File: src/rtl/uart_pkg.sv
// uart_pkg: shared UART definitions for the transmit and receive front ends.
// Contents: parity encodings, packet size limits, transmitter state type and
// a parity helper used when a word is captured.
package uart_pkg;

   localparam logic [1:0] PARITY_NONE = 2'b00;
   localparam logic [1:0] PARITY_EVEN = 2'b01;
   localparam logic [1:0] PARITY_ODD  = 2'b10;

   localparam int MIN_PACKET_SIZE = 8;
   localparam int MAX_PACKET_SIZE = 11;

   typedef enum logic [2:0] {
      TX_IDLE,
      TX_START,
      TX_DATA,
      TX_PARITY,
      TX_STOP,
      TX_BREAK
   } tx_state_e;

   // Both 2'b10 and 2'b11 select odd parity, so bit 1 alone means "invert".
   function automatic logic calc_parity(input logic [7:0] data, input logic ds, input logic [1:0] p);
      return (^{data[7] & ds, data[6:0]}) ^ p[1];
   endfunction

endpackage

File: src/rtl/tx_frontend_baud_gen.sv
// baud_gen: loadable 16-bit down-counter that marks the last cycle of a bit.
// Ports:
//   clk_i, rst_ni   clock, asynchronous active-low reset
//   load_i          reload the counter with load_val_i this edge
//   load_val_i      bit period minus one
//   bit_end_o       high while the counter reads zero (final cycle of the bit)
module baud_gen (
   input  logic        clk_i,
   input  logic        rst_ni,
   input  logic        load_i,
   input  logic [15:0] load_val_i,
   output logic        bit_end_o
);

   logic [15:0] cnt_q, cnt_d;

   always_comb cnt_d = load_i ? load_val_i : (cnt_q != 16'd0 ? cnt_q - 16'd1 : cnt_q);

   always_ff @(posedge clk_i or negedge rst_ni) begin
      if (!rst_ni) cnt_q <= 16'd0;
      else         cnt_q <= cnt_d;
   end

   assign bit_end_o = cnt_q == 16'd0;

endmodule

File: src/rtl/tx_frontend.sv
// tx_frontend: UART transmitter, serialises one handshaked word LSB-first.
// Ports:
//   clk_i, rst_ni            clock, asynchronous active-low reset
//   cr_clk_div_i             cycles per bit (0 and 1 both mean 1)
//   cr_ds_i                  data size: 0 = 7 bits, 1 = 8 bits
//   cr_p_i                   parity: 00 none, 01 even, 1x odd
//   cr_s_i                   stop bits: 0 = one, 1 = two
//   data_i, valid_i, ready_o word handshake
//   break_i                  hold line low while idle (only with TX_BREAK_EN)
//   uart_tx_o                serial line, idle high, registered
//   busy_o                   frame or break in progress
// Optional feature macro: TX_BREAK_EN adds break_i.
module tx_frontend
   import uart_pkg::*;
(
   input  logic        clk_i,
   input  logic        rst_ni,
   input  logic [15:0] cr_clk_div_i,
   input  logic        cr_ds_i,
   input  logic [1:0]  cr_p_i,
   input  logic        cr_s_i,
   input  logic [7:0]  data_i,
   input  logic        valid_i,
`ifdef TX_BREAK_EN
   input  logic        break_i,
`endif
   output logic        ready_o,
   output logic        uart_tx_o,
   output logic        busy_o
);

   tx_state_e   state_q, state_d;
   logic [7:0]  sh_q, sh_d;
   logic [15:0] div_q, div_d, div_new;
   logic [3:0]  idx_q, idx_d;
   logic [1:0]  p_q, p_d;
   logic        ds_q, ds_d, s_q, s_d, par_q, par_d, tx_q, tx_d;
   logic        bit_end, accept, brk;

`ifdef TX_BREAK_EN
   assign brk = break_i;
`else
   assign brk = 1'b0;
`endif

   assign ready_o = (state_q == TX_IDLE) && !brk;
   assign busy_o  = !ready_o;
   assign accept  = valid_i && ready_o;
   assign div_new = (cr_clk_div_i == 16'd0) ? 16'd0 : cr_clk_div_i - 16'd1;

   // Every bit start reloads the period; the first one comes from the live CR.
   baud_gen u_baud (
      .clk_i      (clk_i),
      .rst_ni     (rst_ni),
      .load_i     (accept || bit_end),
      .load_val_i (accept ? div_new : div_q),
      .bit_end_o  (bit_end)
   );

   always_comb begin
      state_d = state_q;
      sh_d    = sh_q;
      div_d   = div_q;
      idx_d   = idx_q;
      ds_d    = ds_q;
      p_d     = p_q;
      s_d     = s_q;
      par_d   = par_q;
      case (state_q)
         TX_IDLE:
            if (accept) begin
               state_d = TX_START;
               sh_d    = data_i;
               div_d   = div_new;
               ds_d    = cr_ds_i;
               p_d     = cr_p_i;
               s_d     = cr_s_i;
               par_d   = calc_parity(data_i, cr_ds_i, cr_p_i);
            end else if (brk) state_d = TX_BREAK;
         TX_START:
            if (bit_end) begin
               state_d = TX_DATA;
               idx_d   = 4'd0;
            end
         TX_DATA:
            if (bit_end) begin
               if (idx_q == (ds_q ? 4'd7 : 4'd6)) begin
                  state_d = (p_q != PARITY_NONE) ? TX_PARITY : TX_STOP;
                  idx_d   = 4'd0;
               end else begin
                  idx_d = idx_q + 4'd1;
                  sh_d  = {1'b0, sh_q[7:1]};
               end
            end
         TX_PARITY:
            if (bit_end) state_d = TX_STOP;
         TX_STOP:
            if (bit_end) begin
               if (idx_q == {3'b000, s_q}) state_d = TX_IDLE;
               else                        idx_d = idx_q + 4'd1;
            end
         // The line is released first; IDLE (and ready) follows one cycle later.
         TX_BREAK:
            if (!brk && tx_q) state_d = TX_IDLE;
         default: state_d = TX_IDLE;
      endcase
      tx_d = (state_d == TX_START)  ? 1'b0 :
             (state_d == TX_DATA)   ? sh_d[0] :
             (state_d == TX_PARITY) ? par_q :
             (state_d == TX_BREAK)  ? !brk : 1'b1;
   end

   always_ff @(posedge clk_i or negedge rst_ni) begin
      if (!rst_ni) begin
         state_q <= TX_IDLE;
         sh_q    <= 8'd0;
         div_q   <= 16'd0;
         idx_q   <= 4'd0;
         ds_q    <= 1'b0;
         p_q     <= PARITY_NONE;
         s_q     <= 1'b0;
         par_q   <= 1'b0;
         tx_q    <= 1'b1;
      end else begin
         state_q <= state_d;
         sh_q    <= sh_d;
         div_q   <= div_d;
         idx_q   <= idx_d;
         ds_q    <= ds_d;
         p_q     <= p_d;
         s_q     <= s_d;
         par_q   <= par_d;
         tx_q    <= tx_d;
      end
   end

   assign uart_tx_o = tx_q;

endmodule

File: config.mk
export PLATFORM = sky130hd
export DESIGN_NAME = tx_frontend
export DESIGN_NICKNAME = d
export VERILOG_FILES = /design/src/rtl/uart_pkg.sv /design/src/rtl/tx_frontend_baud_gen.sv /design/src/rtl/tx_frontend.sv
export SDC_FILE = /design/constraint.sdc
export NUM_CORES = 1
export LEC_CHECK = 0
export ABC_CLOCK_PERIOD_IN_PS = 2900
export BUFFER_PORTS_ARGS = -buffer_cell sky130_fd_sc_hd__buf_2
export CAP_MARGIN = 20
export CORE_MARGIN = 1.5
export CORE_UTILIZATION = 30
export DETAILED_ROUTE_END_ITERATION = 16
export PLACE_DENSITY = 0.44
export SLEW_MARGIN = 10
export SYNTH_ARGS = -nofsm -noshare
export SYNTH_HDL_FRONTEND = slang
export SYNTH_SLANG_ARGS = --single-unit
File: constraint.sdc
create_clock -name clk_i -period 2.9 [get_ports clk_i]
set_clock_uncertainty 0.1 [all_clocks]
set_input_delay 0.29 -clock clk_i [delete_from_list [all_inputs] [get_ports clk_i]]
set_output_delay 0.29 -clock clk_i [all_outputs]
set_load 0.02 [all_outputs]
Word-level counts from Yosys, hierarchy flattened --
Cells that the tools add are included.
Word-level totals: flip-flop bits (word level) 53, latch bits 0, memory bits (writable) 0, memory bits (read-only) 0, input bits 31, output and inout port bits 3, word-level logic and storage cells 75, memories kept 0
Operators by class: $add $sub $neg 3, multiply operators 0, div/mod/pow operators 0, order comparisons 0, equal/unequal tests 16, shifts and indexed selects 0, mux-type cells 28, bitwise gates (word level) 2, reductions and logical operators 15
Operator list (number):
- 16-bit two-way mux | 4
- 16-bit zero test | 2
- 16-bit by 1-bit subtractor with 16-bit output, second input constant | 2
- 3-bit two-way mux | 9
- 8-bit two-way mux | 3
- 4-bit two-way mux | 5
- 3-bit case mux with 6 select lines | 1
- 8-bit case mux with 2 select lines | 1
- 16-bit nonzero test | 1
- 3-bit by 2-bit == test with 1-bit output, second input constant | 4
- 4-bit case mux with 3 select lines | 1
- 2-bit inequality test, second input constant | 5
- 8-bit XOR reduction | 1
- 3-bit by 1-bit == test with 1-bit output, second input constant | 2
- 3-bit == test, second input constant | 2
- 2-bit nonzero test | 3
- 5-bit AND reduction | 1
- 4-bit by 1-bit adder with 4-bit output, second input constant | 1
- 4-bit by 1-bit == test with 1-bit output | 1
- 4-bit by 3-bit == test with 1-bit output | 1
- 1-bit two-way mux | 4
- 4-bit AND reduction | 1
- 3-bit zero test | 1
- 3-bit nonzero test | 1
- 7 further kinds | 7

Longest topological paths before layout --
Gate-level depths: netlist (run 1).
depth in word-level cells 9, gate-level depth with buffers 9, depth with buffers taken out 7

Hierarchy --
From an unflattened synthesis (run 1), not the netlist that was laid out.
Unflattened totals: cell total of the unflattened synthesis 352, area, all modules 3201.8 µm²
By module, submodules not included:
- tx_frontend | times used 1, cells each 248, area an instance 2242.2 µm², sequential area each 927.1 µm²
- baud_gen | times used 1, cells each 104, area an instance 959.7 µm², sequential area each 400.4 µm²

Least setup slack after synthesis (run 1) --
Ideal clock, no wire load.
path type register to register, from reg u_baud.cnt_q[0], to reg tx_q, in the netlist uart_tx_o, setup time 0.094 ns, data arrival time 2.498 ns, required time 2.706 ns, slack 0.207 ns, cell stages (with the launch flop) 9, buffers on the path 1, period minus slack after synthesis 2.693 ns, path through dfrtp_1 inv_1 ha_1 or4b_2 or4_4 buf_6 o311a_2 nor4b_1 o211ai_1
On the way: word-level cells in the longest chain between the ends 7, elaborated cells between the ends (all ways) 14, those cells by class 3 x eq/ne; 10 x mux; 1 x reduce/logical
Ends and longest elaborated chain:
- from (decl) | RTL line tx_frontend_baud_gen.sv:15 | logic [15:0] cnt_q, cnt_d;
- from (signal assigned) | RTL line tx_frontend_baud_gen.sv:21 | else cnt_q <= cnt_d;
- 16-bit zero test * | RTL line tx_frontend_baud_gen.sv:24 | assign bit_end_o = cnt_q == 16'd0;
- 3-bit two-way mux, on equally long branches
- 3-bit case mux with 6 select lines | RTL line tx_frontend.sv:69 | case (state_q)
- 3-bit by 2-bit == test with 1-bit output | RTL line tx_frontend.sv:109 | (state_d == TX_PARITY) ? par_q :
- 1-bit two-way mux | RTL line tx_frontend.sv:109
- 1-bit two-way mux | RTL line tx_frontend.sv:108 | (state_d == TX_DATA) ? sh_d[0] :
- 1-bit two-way mux * | RTL line tx_frontend.sv:107 | tx_d = (state_d == TX_START) ? 1'b0 :
- via tx_d | RTL line tx_frontend.sv:37 | logic ds_q, ds_d, s_q, s_d, par_q, par_d, tx_q, tx_d;
- to (signal assigned) | RTL line tx_frontend.sv:133 | tx_q <= tx_d;
- to (decl) | RTL line tx_frontend.sv:37
Mark *: on every way through the listed nets, which the timed path passes. The rest lies on a longest branch. The select of a mux whose other input is x is not followed. A chain may end at the register's enable or synchronous reset.

Worst setup path in the final report (run 1) --
from reg u_baud.cnt_q[1], to reg u_baud.cnt_q[9]
On the way: word-level cells in the longest chain between the ends 3, elaborated cells between the ends (all ways) 7, those cells by class 1 x add/sub; 2 x mux; 4 x reduce/logical
Ends and longest elaborated chain (RTL line):
- 16-bit by 1-bit subtractor with 16-bit output / 16-bit zero test (equally long branches) | tx_frontend_baud_gen.sv:17, tx_frontend_baud_gen.sv:24
- 16-bit two-way mux / 1-bit logical OR (equally long branches) | tx_frontend_baud_gen.sv:17, tx_frontend.sv:55
- 16-bit two-way mux / 2-bit nonzero test (equally long branches)
Parallel ways exist; a longest one is shown, timed or not. The select of a mux whose other input is x is not followed.

==> flow_metrics.tcl, run 1 <==
set metrics [dict create \
    highest_layer "met4" \
    min_to "s_q" \
    cp_slowest_cell "or4_4" \
    drv_cap 0 \
    ant_nets 0 \
    start_util_pct 31.0 \
    critPathKind "register to register" \
    nFillCells 1031 \
    fin_crit_sh_pct 93.8 \
    p_total_mw 3.23 \
    synth.yosys.seq_area_share_pct 43.9 \
    area_growth_pct 19.7 \
    grt_usage_pct 13.7 \
    hold_viol 0 \
    period_needed_ns 2.72 \
    synth_flop_cell "dfrtp_1" \
    max_slew.worst_pin.slew_ns 0.633 \
    cp.arrival_ns 2.81 \
    worstReg2RegStart "u_baud.cnt_q[1]" \
    hpwl_um 4990 \
    hold_class "primary input to register" \
    cts_max_level 2 \
    routed_wl_um 6850 \
    die-area_um2 10700 \
    worstHoldPathCells 3 \
    powerDensity_nw_per_um2 891 \
    final_util_pct 37.1 \
    core_area_um2 9770 \
    cts-buffers-inserted 5 \
    rows 36 \
    io_pins 34 \
    fin_tns_setup_ns 0 \
    rsz0062_at_grt "false" \
    vias_per_cell 4.80 \
    crit_chain "inv_1, ha_1, or4b_4, or4_4, buf_4, nand2_2, clkbuf_16, mux2_2" \
    wl_met2_um 3110 \
    clk_pin_slew_ns 0.09 \
    slowest_delay_ns 0.59 \
    dr_total_vias 2353 \
    synth_edf_count 0 \
    max_freq_mhz 368 \
    cts_tree "yes" \
    grt_max_degree 28 \
    dr.pass1.iters 4 \
    status "finished clean" \
    critPathLaunchType "register" \
    synth-seq-cells 53 \
    ys_types 57 \
    met1_length_um 3400 \
    drv_slew 0 \
    overflow 0 \
    ir_worst_vdd_mv 0.272 \
    grt_pass1_wl_um 11300 \
    final_nets 391 \
    syn_inst 311 \
    finalSetupViolCount 0 \
    n_antenna_cell 0 \
    async_flop_share_pct 100 \
    end_kind "register" \
    portBuffers 33 \
    drc 0 \
    wl_met3_um 231 \
    place_congestion 0.763 \
    die_x_um 103 \
    syn_area_um2 3030 \
    r2r-end "u_baud.cnt_q[9]" \
    relSlewSlack_pct 57.8 \
    drt-initial-drc-count 105 \
    critPathMaxFanout 8 \
    dieHeight_um 103 \
    drt-wirelength-per-cell_um 14.0 \
    ff2ff_path_depth 8 \
    syn-mean-instance-area_um2 9.73 \
    cts-root-buf "clkbuf_8" \
    grt_pass1_vias 2313 \
    r2r_slack_ns 0.18 \
    insertion_delay_ns 0.30 \
    drive_gt1_share_pct 24.9 \
    ys_warn_count 0 \
    required_ns 2.99 \
    hold_start "cr_s_i" \
    clkSinkCount 53 \
    antenna_found_initial 0 \
    syn_nets 346 \
    clock_path_buffers 2 \
    total_leakage_power_nw 1.57 \
]
==> metrics by stage <==
step | cell area, um^2 | hold slack (ns) | cells | worst slack (ns)
floorplan | 3030 | -0.106 | 311 | 0.207
CTS | 3530 | 0.0718 | 484 | 0.0187
finish | 3620 | 0.0756 | 490 | 0.181
global route | 3620 | 0.0658 | 490 | 0.0868
detailed placement | 3410 | 0.256 | 475 | 0.0364
global placement | 3410 | 0.268 | 475 | 0.0848
==> cell usage after synthesis, types with 5 or more instances <==
cell      number  share of area [%]
dfrtp_1       52                 43
nand2_1       46                5.7
o21ai_0       24                4.0
nor2_1        19                2.4
xnor2_1       17                4.9
xor2_1        14                4.1
mux2_2        13                4.8
clkbuf_1      10                1.2
inv_1          8               0.99
and2_1         6                1.2
or3_1          6                1.2
a221o_1        5                1.7
nand3_1        5               0.83
nor3_1         5               0.83
nor4_1         5                1.0
o41ai_1        5                1.4
==> layout make-up <==
type | count | area [um^2] | area share (%)
multi-input combinational | 235 | 1620 | 44.7
sequential | 53 | 1330 | 36.6
timing repair buffer | 53 | 364 | 10.1
tap | 133 | 166 | 4.59
clock buffer | 7 | 86.3 | 2.38
clock inverter | 1 | 30.0 | 0.829
inverter | 8 | 30.0 | 0.829
==> how the worst max path moves through the flow <==
| stage | start | slack (ns) | end | cells after the start |
|---|---|---|---|---|
| floorplan | u_baud.cnt_q[0] | 0.21 | uart_tx_o | 8 |
| global placement | u_baud.cnt_q[0] | 0.08 | uart_tx_o | 7 |
| detailed placement | u_baud.cnt_q[0] | 0.04 | uart_tx_o | 7 |
| CTS | u_baud.cnt_q[0] | 0.02 | uart_tx_o | 7 |
| global route | u_baud.cnt_q[1] | 0.09 | u_baud.cnt_q[9] | 8 |
| finish | u_baud.cnt_q[1] | 0.18 | u_baud.cnt_q[9] | 8 |
==> kinds of logic after synthesis <==
logic type	share of synthesized area (%)
buf+inv	3.43
xor+xnor	8.97
flops	43.9
compound gates	14.3
mux	5.83
fa+ha+maj	1.65
simple gates	22.0
==> cells in the final DEF (no fill, tap or decap), types with 2 or more instances in the layout <==
cell / Yosys / routed
nor2_1: 19 / 18
nand3_1: 5 / 5
a211o_1: 2 / 2
buf_4: 0 / 15
nor2b_1: 4 / 4
o31a_1: 2 / 2
o21ai_0: 24 / 24
nand2b_1: 3 / 3
buf_12: 0 / 2
a221o_1: 5 / 5
nor3_1: 5 / 5
a31oi_1: 2 / 2
inv_1: 8 / 7
xor2_1: 14 / 14
o21a_1: 2 / 2
clkbuf_8: 0 / 6
buf_2: 2 / 33
nor4_1: 5 / 5
ha_1: 4 / 4
o21bai_1: 2 / 2
nand4_1: 2 / 2
or4_4: 2 / 2
dfrtp_1: 52 / 52
mux2_2: 13 / 13
xnor2_1: 17 / 17
o41ai_1: 5 / 5
or4_1: 2 / 2
nand3b_1: 4 / 4
a21oi_1: 4 / 4
o31ai_1: 2 / 2
and2_1: 6 / 6
nand4b_1: 4 / 4
nor4b_2: 1 / 2
mux2i_1: 3 / 3
nand2_1: 46 / 45
or3_1: 6 / 6
==> timing repair <==
item                                    CTS  global route
endpoints found under the setup margin    0             5
hold endpoints to repair                 25             0
hold buffers                              1             0
gates resized for setup                   0             8
buffers inserted                          0             5
==> critical path: cells and delay by family (launching register included) <==
family                     cells  cell delay (ns)
muxes                          1             0.32
adders and majority gates      1             0.13
and+or+nand+nor                3             1.18
DFF                            1             0.42
buffers and inverters          3             0.47
==> power by group <==
group	switching, mW	leakage [nW]	internal, mW	total [mW]
logic	0.722	0.849	0.667	1.39
registers	0.233	0.660	1.08	1.31
clock network	0.244	0.0585	0.282	0.526
==> registers in the layout (all words and copies together) (netlist names) <==
name / count
idx_q: 4
p_q: 2
state_q: 3
par_q: 1
u_baud.cnt_q: 16
sh_q: 8
s_q: 1
uart_tx_o: 1
div_q: 16
ds_q: 1
==> layer usage <==
metal  vias to the layer above  GRT usage [%]
li1                       1200              -
met1                      1104           19.0
met2                        42           22.3
met3                         7           2.28
met4                         0           3.43
met5                         -              0
Note: power is estimated with default switching activity, not from simulation.
==> inputs of run 2 (changes only) <==
--- a/config.mk
+++ b/config.mk
@@ -5,6 +5,7 @@
 export SDC_FILE = /design/constraint.sdc
 export NUM_CORES = 1
 export LEC_CHECK = 0
+export ABC_AREA = 1
 export ABC_CLOCK_PERIOD_IN_PS = 2900
 export BUFFER_PORTS_ARGS = -buffer_cell sky130_fd_sc_hd__buf_2
 export CAP_MARGIN = 20
==> flow_metrics.tcl, run 2 <==
set metrics [dict create \
    wl_met2_um 3230 \
    hpwl_um 5960 \
    cts_setup_buffers 0 \
    ys_types 38 \
    syn_nets 463 \
    seqPwrFrac_pct 56.9 \
    finalSetupViolCount 0 \
    n_antenna_cell 0 \
    synthMuxAreaShare_pct 0 \
    place_congestion 0.847 \
    synth.yosys.seq_area_share_pct 40.9 \
    drc 0 \
    yosysMostFrequentCell "nand2_1" \
    place_worst_setup_slack_ns 0.790 \
    reg_top3 "div_q (16), u_baud.cnt_q (16), sh_q (8)" \
    drv_slew 0 \
    synth_edf_count 0 \
    cp_slowest_cell "dfrtp_1" \
    vias_per_cell 4.41 \
    layout_commonest_cell "nand2_1" \
    synth_commonest_cells "138 x nand2_1, 52 x dfrtp_1, 44 x nor2_1" \
    cts_tree "yes" \
    grt_max_degree 29 \
    powerDensity_nw_per_um2 355 \
    cp.arrival_ns 2.25 \
    core_area_um2 10400 \
    pwr-share-clk_pct 35.5 \
    routed_wl_um 7530 \
    synth_top_family_by_area "simple AND/OR/NAND/NOR gates" \
    synthSimpleGateAreaFrac_pct 35.5 \
    start_util_pct 31.1 \
    max_freq_mhz 477 \
    layout_common_cells "138 x nand2_1, 52 x dfrtp_1, 44 x nor2_1, 37 x inv_1, 33 x buf_2" \
    grt_usage_pct 14.6 \
    p_comb_share_pct 7.6 \
    end_kind "register" \
    internal_power_uw 994 \
    dr.pass1.iters 4 \
    antenna_found_initial 0 \
    final_nets 499 \
    syn-mean-instance-area_um2 7.58 \
    wl_met3_um 132 \
    placed_cells 592 \
    synthTopCellsByArea "dfrtp_1 40%, nand2_1 16%, nor2_1 5.1%" \
    p_total_mw 1.30 \
    hold_class "primary input to register" \
    crit_chain "inv_2, nand2_2, nor2_4, nand2_4, clkinv_4, nor2_4, inv_2, a21oi_1, o21ai_0, nand2_1" \
    drv_cap 0 \
    slowest_delay_ns 0.42 \
    cts_max_level 2 \
    critPathLaunchType "register" \
    portBuffers 33 \
    max_slew.worst_pin.slew_ns 0.629 \
    synth_flop_cell "dfrtp_1" \
    hold_viol 0 \
    swShare_pct 23.4 \
    clk_pin_slew_ns 0.10 \
    grt_pass1_wl_um 13000 \
    rows 37 \
    p_sw_uw 304 \
    die-area_um2 11400 \
    die_x_um 107 \
    fin_cells 601 \
    drt-initial-drc-count 113 \
    nFillCells 1127 \
    critPathMaxFanout 24 \
    met1_length_um 4060 \
    fin_crit_sh_pct 72.3 \
    fin_tns_setup_ns 0 \
    highest_layer "met4" \
    status "finished clean" \
    clock_path_buffers 2 \
    setup_slack_ns 0.803 \
    drive_gt1_share_pct 19.6 \
    total_leakage_power_nw 1.73 \
    dr_total_vias 2648 \
    synth-seq-cells 53 \
    syn_inst 428 \
    io_pins 34 \
    syn_area_um2 3240 \
    ant_nets 0 \
    insertion_delay_ns 0.31 \
    synthAdderAreaFrac_pct 1.54 \
    grt_pass1_vias 2666 \
    ys_warn_count 0 \
    relSlewSlack_pct 58.1 \
    async_flop_share_pct 100 \
    synth_top_area_share_pct 40.1 \
    period_needed_ns 2.10 \
    required_ns 3.06 \
    area_growth_pct 12.7 \
    yosysTopAreaCell "dfrtp_1" \
    cts-buffers-inserted 5 \
    yosys.area_share.xor_xnor_pct 7.83 \
    clkSinkCount 53 \
    rsz0062_at_grt "false" \
    ir_worst_vdd_mv 0.165 \
    dieHeight_um 107 \
    synth_compound_area_share_pct 7.14 \
    fin_hold_ws_ns 0.0647 \
    cts-root-buf "clkbuf_8" \
    critPathKind "register to register" \
    drt-wirelength-per-cell_um 12.5 \
    overflow 0 \
]
==> run 2: changes by cell type after synthesis, sizes merged, moves of 9 or more <==
cell,delta
mux2,-13
nand3,+27
inv,+35
nand2,+104
nor2,+36
clkbuf,-9
==> run 2: metrics by stage <==
step                      utilization, %  area (um^2)
after CTS                           35.1         3650
final                               35.1         3650
after floorplan                        -         3240
after global placement              34.0         3540
after detailed placement            34.0         3540
after global routing                35.1         3650
==> run 2: final cells by class <==
type | count | area (um^2) | share of cell area, %
clock buffer | 7 | 96.3 | 2.64
timing repair buffer | 36 | 190 | 5.21
sequential | 53 | 1330 | 36.3
tap | 136 | 170 | 4.66
inverter | 45 | 178 | 4.86
clock inverter | 1 | 5.00 | 0.137
multi-input combinational | 323 | 1690 | 46.2
==> run 2: cell families after synthesis <==
| family | count (synthesis) |
|---|---|
| compound gates | 37 |
| xor+xnor | 29 |
| fa+ha+maj | 4 |
| buf+inv | 52 |
| flops | 53 |
| simple gates | 253 |
==> run 2: worst max-delay path: cells and delay by family, from the launching register on <==
kind / cells / cell delay (ns)
buffers and inverters: 3 / 0.51
DFF: 1 / 0.42
and+or+nand+nor: 5 / 0.74
AOI/OAI and AO/OA: 2 / 0.24
==> run 2: power by group through the flow <==
stage	combinational (mW)	clock, mW	sequential (mW)
floorplan	0.0432	0	0.753
global placement	0.0992	0	0.753
detailed placement	0.0995	0	0.753
CTS	0.101	0.485	0.738
global route	0.113	0.511	0.739
finish	0.0987	0.461	0.738
==> run 2: path summary, 6_finish.rpt <==
kind / start / end / slack (ns) / cells after the start
max: state_q[0] / u_baud.cnt_q[7] / 0.80 / 10
min: cr_s_i / s_q / 0.06 / 3
min in group asynchronous: rst_ni / div_q[4] / 0.43 / 2
min reg2reg: u_baud.cnt_q[0] / u_baud.cnt_q[0] / 0.36 / 1
max reg2reg: state_q[0] / u_baud.cnt_q[7] / 0.80 / 10
max in group asynchronous: rst_ni / uart_tx_o / 1.55 / 3
==> run 2: per-layer routing <==
metal  vias to the layer above  global-route usage, %
met1                      1187                   21.1
met3                         6                   2.37
met2                        27                   22.2
li1                       1428                      -
met5                         -                      0
met4                         0                   4.57
==> run 2: timing repair <==
item,4_1_cts,5_1_grt
resized for setup,0,0
endpoints found under the hold margin,26,0
hold buffers,1,0
